$ cat src/rtl/alu_rr_pkg.sv
// Shared opcode constants, opcode legality check and scheduler state type
// for the two-requester ALU scheduler.
package alu_rr_pkg;

    localparam logic [5:0] OP_ADD = 6'b100000;
    localparam logic [5:0] OP_SUB = 6'b100010;
    localparam logic [5:0] OP_AND = 6'b100100;
    localparam logic [5:0] OP_OR  = 6'b100101;
    localparam logic [5:0] OP_XOR = 6'b100110;
    localparam logic [5:0] OP_SRA = 6'b000011;
    localparam logic [5:0] OP_SRL = 6'b000010;
    localparam logic [5:0] OP_NOR = 6'b100111;

    typedef enum logic [1:0] {
        IDLE = 2'd0,
        EXEC = 2'd1,
        HOLD = 2'd2
    } sched_state_t;

    function automatic logic is_legal_op(input logic [5:0] op);
        return op inside {OP_ADD, OP_SUB, OP_AND, OP_OR,
                          OP_XOR, OP_SRA, OP_SRL, OP_NOR};
    endfunction

endpackage

$ cat src/rtl/alu.sv
// Existing unsigned ALU: add/sub/and/or/xor/sra/srl/nor.
// sra is unsigned here, so it matches srl; oversized shifts give 0.
module alu
    import alu_rr_pkg::*;
#(
    parameter int N_BITS  = 8,
    parameter int OP_BITS = 6
) (
    input  logic [N_BITS-1:0]  data_a_i,
    input  logic [N_BITS-1:0]  data_b_i,
    input  logic [OP_BITS-1:0] op_i,
    output logic [N_BITS-1:0]  result_o
);

    // Pure combinational operation select
    always_comb begin
        result_o = '0;
        unique case (op_i)
            OP_ADD:  result_o = data_a_i + data_b_i;
            OP_SUB:  result_o = data_a_i - data_b_i;
            OP_AND:  result_o = data_a_i & data_b_i;
            OP_OR:   result_o = data_a_i | data_b_i;
            OP_XOR:  result_o = data_a_i ^ data_b_i;
            OP_SRA:  result_o = data_a_i >> data_b_i;
            OP_SRL:  result_o = data_a_i >> data_b_i;
            OP_NOR:  result_o = ~(data_a_i | data_b_i);
            default: result_o = '0;
        endcase
    end

endmodule

$ cat src/rtl/alu_rr_sched_rr_arb2.sv
// Two-way round-robin arbiter; last_grant resets to 1 so
// requester 0 wins the first tie.
module rr_arb2 (
    input  logic       clk,
    input  logic       reset,
    input  logic [1:0] req_i,
    input  logic       accept_i,
    output logic [1:0] gnt_o,
    output logic       gnt_id_o
);

    logic last_q;
    logic last_d;

    // Pick winner: sole requester, or the one not granted last time
    always_comb begin
        gnt_id_o = 1'b0;
        if (req_i[0] && req_i[1]) begin
            gnt_id_o = ~last_q;
        end else if (req_i[1]) begin
            gnt_id_o = 1'b1;
        end
        gnt_o  = 2'b00;
        if (req_i != 2'b00) begin
            gnt_o = gnt_id_o ? 2'b10 : 2'b01;
        end
        last_d = accept_i ? gnt_id_o : last_q;
    end

    // Remember the most recently accepted requester
    always_ff @(posedge clk) begin
        if (reset) begin
            last_q <= 1'b1;
        end else begin
            last_q <= last_d;
        end
    end

endmodule

$ cat src/rtl/alu_rr_sched.sv
// Round-robin scheduler sharing one ALU between two requesters.
// Optional ALU_RR_STATS_EN adds per-requester and error response counters.
module alu_rr_sched
    import alu_rr_pkg::*;
#(
    parameter int N_BITS  = 8,
    parameter int OP_BITS = 6
) (
    input  logic               clk,
    input  logic               reset,
    input  logic               req0_valid,
    output logic               req0_ready,
    input  logic [N_BITS-1:0]  req0_d0,
    input  logic [N_BITS-1:0]  req0_d1,
    input  logic [OP_BITS-1:0] req0_op,
    input  logic               req1_valid,
    output logic               req1_ready,
    input  logic [N_BITS-1:0]  req1_d0,
    input  logic [N_BITS-1:0]  req1_d1,
    input  logic [OP_BITS-1:0] req1_op,
    output logic               rsp_valid,
    input  logic               rsp_ready,
    output logic               rsp_id,
    output logic [N_BITS-1:0]  rsp_data,
    output logic               rsp_err
`ifdef ALU_RR_STATS_EN
    ,
    output logic [15:0]        stat0_cnt,
    output logic [15:0]        stat1_cnt,
    output logic [7:0]         stat_err_cnt
`endif
);

    sched_state_t       state_q, state_d;
    logic [N_BITS-1:0]  a_q, a_d;
    logic [N_BITS-1:0]  b_q, b_d;
    logic [OP_BITS-1:0] op_q, op_d;
    logic               id_q, id_d;
    logic               rsp_valid_q, rsp_valid_d;
    logic               rsp_id_q, rsp_id_d;
    logic [N_BITS-1:0]  rsp_data_q, rsp_data_d;
    logic               rsp_err_q, rsp_err_d;

    logic              idle;
    logic              accept;
    logic              fire;
    logic [1:0]        gnt;
    logic              gnt_id;
    logic [N_BITS-1:0] alu_res;

    assign idle   = (state_q == IDLE);
    assign accept = idle && (req0_valid || req1_valid);
    assign fire   = rsp_valid_q && rsp_ready;

    rr_arb2 u_arb (
        .clk      (clk),
        .reset    (reset),
        .req_i    ({req1_valid, req0_valid}),
        .accept_i (accept),
        .gnt_o    (gnt),
        .gnt_id_o (gnt_id)
    );

    assign req0_ready = idle && gnt[0];
    assign req1_ready = idle && gnt[1];

    alu #(
        .N_BITS  (N_BITS),
        .OP_BITS (OP_BITS)
    ) u_alu (
        .data_a_i (a_q),
        .data_b_i (b_q),
        .op_i     (op_q),
        .result_o (alu_res)
    );

    // Issue / execute / hold sequencing and response capture
    always_comb begin
        state_d     = state_q;
        a_d         = a_q;
        b_d         = b_q;
        op_d        = op_q;
        id_d        = id_q;
        rsp_valid_d = rsp_valid_q;
        rsp_id_d    = rsp_id_q;
        rsp_data_d  = rsp_data_q;
        rsp_err_d   = rsp_err_q;
        unique case (state_q)
            IDLE: begin
                if (accept) begin
                    a_d     = gnt_id ? req1_d0 : req0_d0;
                    b_d     = gnt_id ? req1_d1 : req0_d1;
                    op_d    = gnt_id ? req1_op : req0_op;
                    id_d    = gnt_id;
                    state_d = EXEC;
                end
            end
            EXEC: begin
                rsp_valid_d = 1'b1;
                rsp_id_d    = id_q;
                rsp_err_d   = ~is_legal_op(op_q);
                rsp_data_d  = is_legal_op(op_q) ? alu_res : '0;
                state_d     = HOLD;
            end
            HOLD: begin
                if (rsp_ready) begin
                    rsp_valid_d = 1'b0;
                    state_d     = IDLE;
                end
            end
            default: state_d = IDLE;
        endcase
    end

    // State and datapath registers
    always_ff @(posedge clk) begin
        if (reset) begin
            state_q     <= IDLE;
            a_q         <= '0;
            b_q         <= '0;
            op_q        <= '0;
            id_q        <= 1'b0;
            rsp_valid_q <= 1'b0;
            rsp_id_q    <= 1'b0;
            rsp_data_q  <= '0;
            rsp_err_q   <= 1'b0;
        end else begin
            state_q     <= state_d;
            a_q         <= a_d;
            b_q         <= b_d;
            op_q        <= op_d;
            id_q        <= id_d;
            rsp_valid_q <= rsp_valid_d;
            rsp_id_q    <= rsp_id_d;
            rsp_data_q  <= rsp_data_d;
            rsp_err_q   <= rsp_err_d;
        end
    end

    assign rsp_valid = rsp_valid_q;
    assign rsp_id    = rsp_id_q;
    assign rsp_data  = rsp_data_q;
    assign rsp_err   = rsp_err_q;

`ifdef ALU_RR_STATS_EN
    logic [15:0] s0_q, s0_d;
    logic [15:0] s1_q, s1_d;
    logic [7:0]  se_q, se_d;

    // Saturating counters of handshaken responses
    always_comb begin
        s0_d = s0_q;
        s1_d = s1_q;
        se_d = se_q;
        if (fire) begin
            if (!rsp_id_q && s0_q != 16'hFFFF) s0_d = s0_q + 16'd1;
            if (rsp_id_q && s1_q != 16'hFFFF)  s1_d = s1_q + 16'd1;
            if (rsp_err_q && se_q != 8'hFF)    se_d = se_q + 8'd1;
        end
    end

    // Counter registers
    always_ff @(posedge clk) begin
        if (reset) begin
            s0_q <= '0;
            s1_q <= '0;
            se_q <= '0;
        end else begin
            s0_q <= s0_d;
            s1_q <= s1_d;
            se_q <= se_d;
        end
    end

    assign stat0_cnt    = s0_q;
    assign stat1_cnt    = s1_q;
    assign stat_err_cnt = se_q;
`else
    logic unused_fire;
    assign unused_fire = fire;
`endif

endmodule

$ cat config.mk
export PLATFORM = sky130hd
export DESIGN_NAME = alu_rr_sched
export DESIGN_NICKNAME = d
export VERILOG_FILES = /design/src/rtl/alu_rr_pkg.sv /design/src/rtl/alu.sv /design/src/rtl/alu_rr_sched_rr_arb2.sv /design/src/rtl/alu_rr_sched.sv
export SDC_FILE = /design/constraint.sdc
export NUM_CORES = 1
export LEC_CHECK = 0
export CORE_MARGIN = 2
export CORE_UTILIZATION = 52
export DETAILED_ROUTE_END_ITERATION = 16
export PLACE_DENSITY = 0.8
export SLEW_MARGIN = 20
export SYNTH_ARGS = -nofsm -noshare
export SYNTH_HDL_FRONTEND = slang
export SYNTH_HIERARCHICAL = 1
export SYNTH_SLANG_ARGS = --single-unit
$ cat constraint.sdc
create_clock -name clk -period 3.28 [get_ports clk]
set_input_delay 0.656 -clock clk [delete_from_list [all_inputs] [get_ports clk]]
set_output_delay 0.656 -clock clk [all_outputs]
set_load 0.01 [all_outputs]
==> results.py, run 1 <==
metrics = {
    "outcome": {
        "outcome": "finished, final reports clean",
    },
    "timing": {
        "whs_ps": 477.4,
        "worst_slew_pin_slew_ps": 587.8,
        "setup_tns_ps": 0,
        "max_freq_ghz": 0.3488,
        "maxSlewHeadroom": 0.6067,
        "setup_violations": 0,
        "slew_violations": 0,
        "final.setup_skew_ps": 2.922,
        "worst_slack_ps": 413.2,
        "period_share": 0.8740,
        "grt_setup_unrepaired": "no",
        "finalHoldViolations": 0,
        "period_minus_slack_ps": 2867,
    },
    "global_routing": {
        "grt_pass1_vias": 2748,
        "grt_overflow": 0,
        "antenna_found_initial": 0,
        "grt_usage": 0.2697,
        "grt_max_degree": 25,
        "grt_pass1_wl_um": 13300,
    },
    "power": {
        "leakagePower_nw": 1.427,
        "clockPowerShare": 0.197,
        "power_switching_mw": 0.5873,
        "seqPwrFrac": 0.354,
        "p_int_mw": 0.9710,
        "power_mw": 1.558,
        "comb_power_share": 0.449,
        "powerDensity_mw_per_mm2": 422.3,
        "switching_share": 0.3769,
        "ir_drop_uv": 247.5,
    },
    "yosys": {
        "synth_area_mm2": 0.002920,
        "synth_edf_count": 0,
        "syn_nets": 414,
        "avgSynthCellArea_um2": 8.589,
        "ys_types": 56,
        "ys.flop_type": "dfxtp_1",
        "yosys.area.top_type": "dfxtp_1",
        "async_reset_ff_frac": 0,
        "syn_inst": 340,
        "post-synth-top-count-cell": "dfxtp_1",
        "synthTopCellsByArea": "dfxtp_1 25%, ha_1 10%, mux2i_1 8.9%",
        "ys_top_cells_by_count": "37 x dfxtp_1, 32 x a21oi_1, 26 x a211oi_1, 26 x mux2i_1, 24 x ha_1",
        "synth_seq_cells": 37,
        "synthDominantCellAreaShare": 0.2536,
        "synth-seq-area-share": 0.2536,
        "ys.warnings.count": 6,
    },
    "floorplan": {
        "initial_utilization": 0.5336,
        "chipWidth_um": 78.94,
        "num_io_pins": 62,
        "rows": 27,
        "die_y_um": 78.94,
        "dieArea_mm2": 0.006232,
        "core_mm2": 0.005473,
    },
    "drt": {
        "route.antenna.remaining_nets": 0,
        "wl_per_cell_um": 16.71,
        "dr.pass1.iters": 4,
        "drt_wl_total_um": 7870,
        "top_layer": "met4",
        "avgViaCountPerCell": 5.898,
        "route.detailed.drc": 0,
        "drtIter0Drc": 172,
        "routedLengthMet1_um": 3480,
        "wl_met3_um": 502,
        "route.met2.wl_um": 3750,
        "vias": 2778,
    },
    "cts": {
        "tritoncts": "built",
        "numClockSinks": 37,
        "clock_latency_ps": 290,
        "post_cts_resized": 0,
        "path_clk_slew_ps": 70,
        "cts_hold_buf": 0,
        "numCtsBuffers": 5,
        "htree_levels": 2,
        "post-cts-setup-buffers": 0,
        "cts_max_path_buffers": 2,
        "cts_root_buf": "clkbuf_8",
    },
    "placement": {
        "portBuffers": 61,
        "gp_congestion": 0.9768,
        "dp_slack_ps": 518.5,
        "detailed_place_hpwl_um": 6155,
        "placed_area_mm2": 0.003608,
    },
    "critical_path": {
        "arrival_ps": 3100,
        "rr_startpoint": "op_q[5]$_SDFFE_PP0P_",
        "worst-setup-path-type": "register to register",
        "cp.required_ps": 3510,
        "r2r-end": "rsp_data[6]$_SDFFE_PP0P_",
        "slowest_stage": "dfxtp_1",
        "r2r_slack_ps": 410,
        "critPathLaunch": "op_q[5]$_SDFFE_PP0P_",
        "start_kind": "register",
        "worstPathCellList": "nor3b_2 > nand2_1 > a21o_1 > fa_1 > nand2b_1 > a21oi_1 > o21a_1 > nor3_1 > o31ai_1 > a22o_1",
        "end_kind": "register",
        "path_max_fanout": 7,
        "reg2regPathDepth": 10,
        "cpPeakStageDelay_ps": 420,
    },
    "cells_and_area": {
        "drive_above_1_share": 0.08521,
        "n_antenna_cell": 0,
        "areaGrowthSynthToFinish_pct": 26.35,
        "multi_input_area_mm2": 0.002013,
        "seq_area_um2": 740.7,
        "nets": 473,
        "stdcell_area_mm2": 0.003690,
        "nFillCells": 492,
    },
    "min_path": {
        "hold_path.class": "register to register",
        "hold_start": "rsp_data[5]$_SDFFE_PP0P_",
        "hold_path_end": "rsp_data[5]$_SDFFE_PP0P_",
        "min_path_cells": 1,
    },
    "run": {
        "maxCapViolations": 0,
    },
}
## layout by cell type (no fill, tap or decap), types with 9 or more instances in the layout
cell type        synthesis  layout
ha_1                    24      24
a21oi_1                 32      32
inv_1                   20      20
nor2_1                  23      23
a22o_1                   9       9
o21ai_0                  9       9
clkdlybuf4s50_1          0      61
xnor2_1                 10      10
mux2i_1                 26      26
a211oi_1                26      26
dfxtp_1                 37      37
nand2_1                 17      17
buf_4                    0      10
## power by group through the flow
stage	registers, mW	logic [mW]	clock network (mW)
6_report	0.552	0.699	0.307
3_5_place_dp	0.561	0.691	0
2_1_floorplan	0.550	0.486	0
5_1_grt	0.560	0.778	0.332
4_1_cts	0.552	0.693	0.316
3_3_place_gp	0.560	0.676	0
## layer usage
layer,track usage,up-vias
met2,0.4530,103
met5,0,-
li1,-,1382
met1,0.3492,1280
met4,0.09828,0
met3,0.04545,13
## cell type report
type                    count  share of cell area
flip-flops and latches     37              0.2007
well taps                  72             0.02442
clock inverters             1            0.002374
multi-input cells         263              0.5456
inverters                  21             0.02136
clock buffers               6             0.01967
repair buffers             71              0.1858
## cells by family (layout without fill, tap and decap cells)
kind of cell               Yosys count  in the layout  synth area share
AOI/OAI and AO/OA                  118            118            0.2892
and+or+nand+nor                     78             78            0.1444
buffers and inverters               40             99           0.05698
DFF                                 37             37            0.2536
muxes                               32             32            0.1161
adders and majority gates           25             25            0.1097
xor gates and xnor gates            10             10           0.02999
## worst max-delay path by stage
| stage | end | slack, ps |
|---|---|---|
| after floorplan | rsp_data[6]$_SDFFE_PP0P_ | 810 |
| after detailed placement | rsp_data[6]$_SDFFE_PP0P_ | 520 |
| final | rsp_data[6]$_SDFFE_PP0P_ | 410 |
| after CTS | rsp_data[6]$_SDFFE_PP0P_ | 470 |
| after global placement | rsp_data[6]$_SDFFE_PP0P_ | 590 |
| after global routing | rsp_data[6]$_SDFFE_PP0P_ | 200 |
## metrics by stage
step | util | cells
floorplan | - | 340
global placement | 0.6594 | 464
detailed placement | 0.6594 | 464
CTS | 0.6742 | 471
global route | 0.6742 | 471
finish | 0.6742 | 471
## state kept, by name, summed over array words and instances (netlist names)
| signal | cells |
|---|---|
| rsp_valid | 1 |
| a_q | 8 |
| rsp_err | 1 |
| op_q | 6 |
| rsp_id | 1 |
| state_q | 2 |
| b_q | 8 |
| u_arb/last_q | 1 |
| id_q | 1 |
| rsp_data | 8 |
## worst max-delay path: cells and delay by family, from the launching register on
family | cells | cell delay [ps]
AOI/OAI and AO/OA | 5 | 1130
DFF | 1 | 420
adders and majority gates | 1 | 420
and+or+nand+nor | 4 | 830
No activity file was read; power rests on OpenSTA's default activity.
==> inputs of run 2 (changes only) <==
GPL_TIMING_DRIVEN = 1   (was unset)
==> results of run 2 <==
No change in the layout: final DEF, timing and power equal those of run 1.
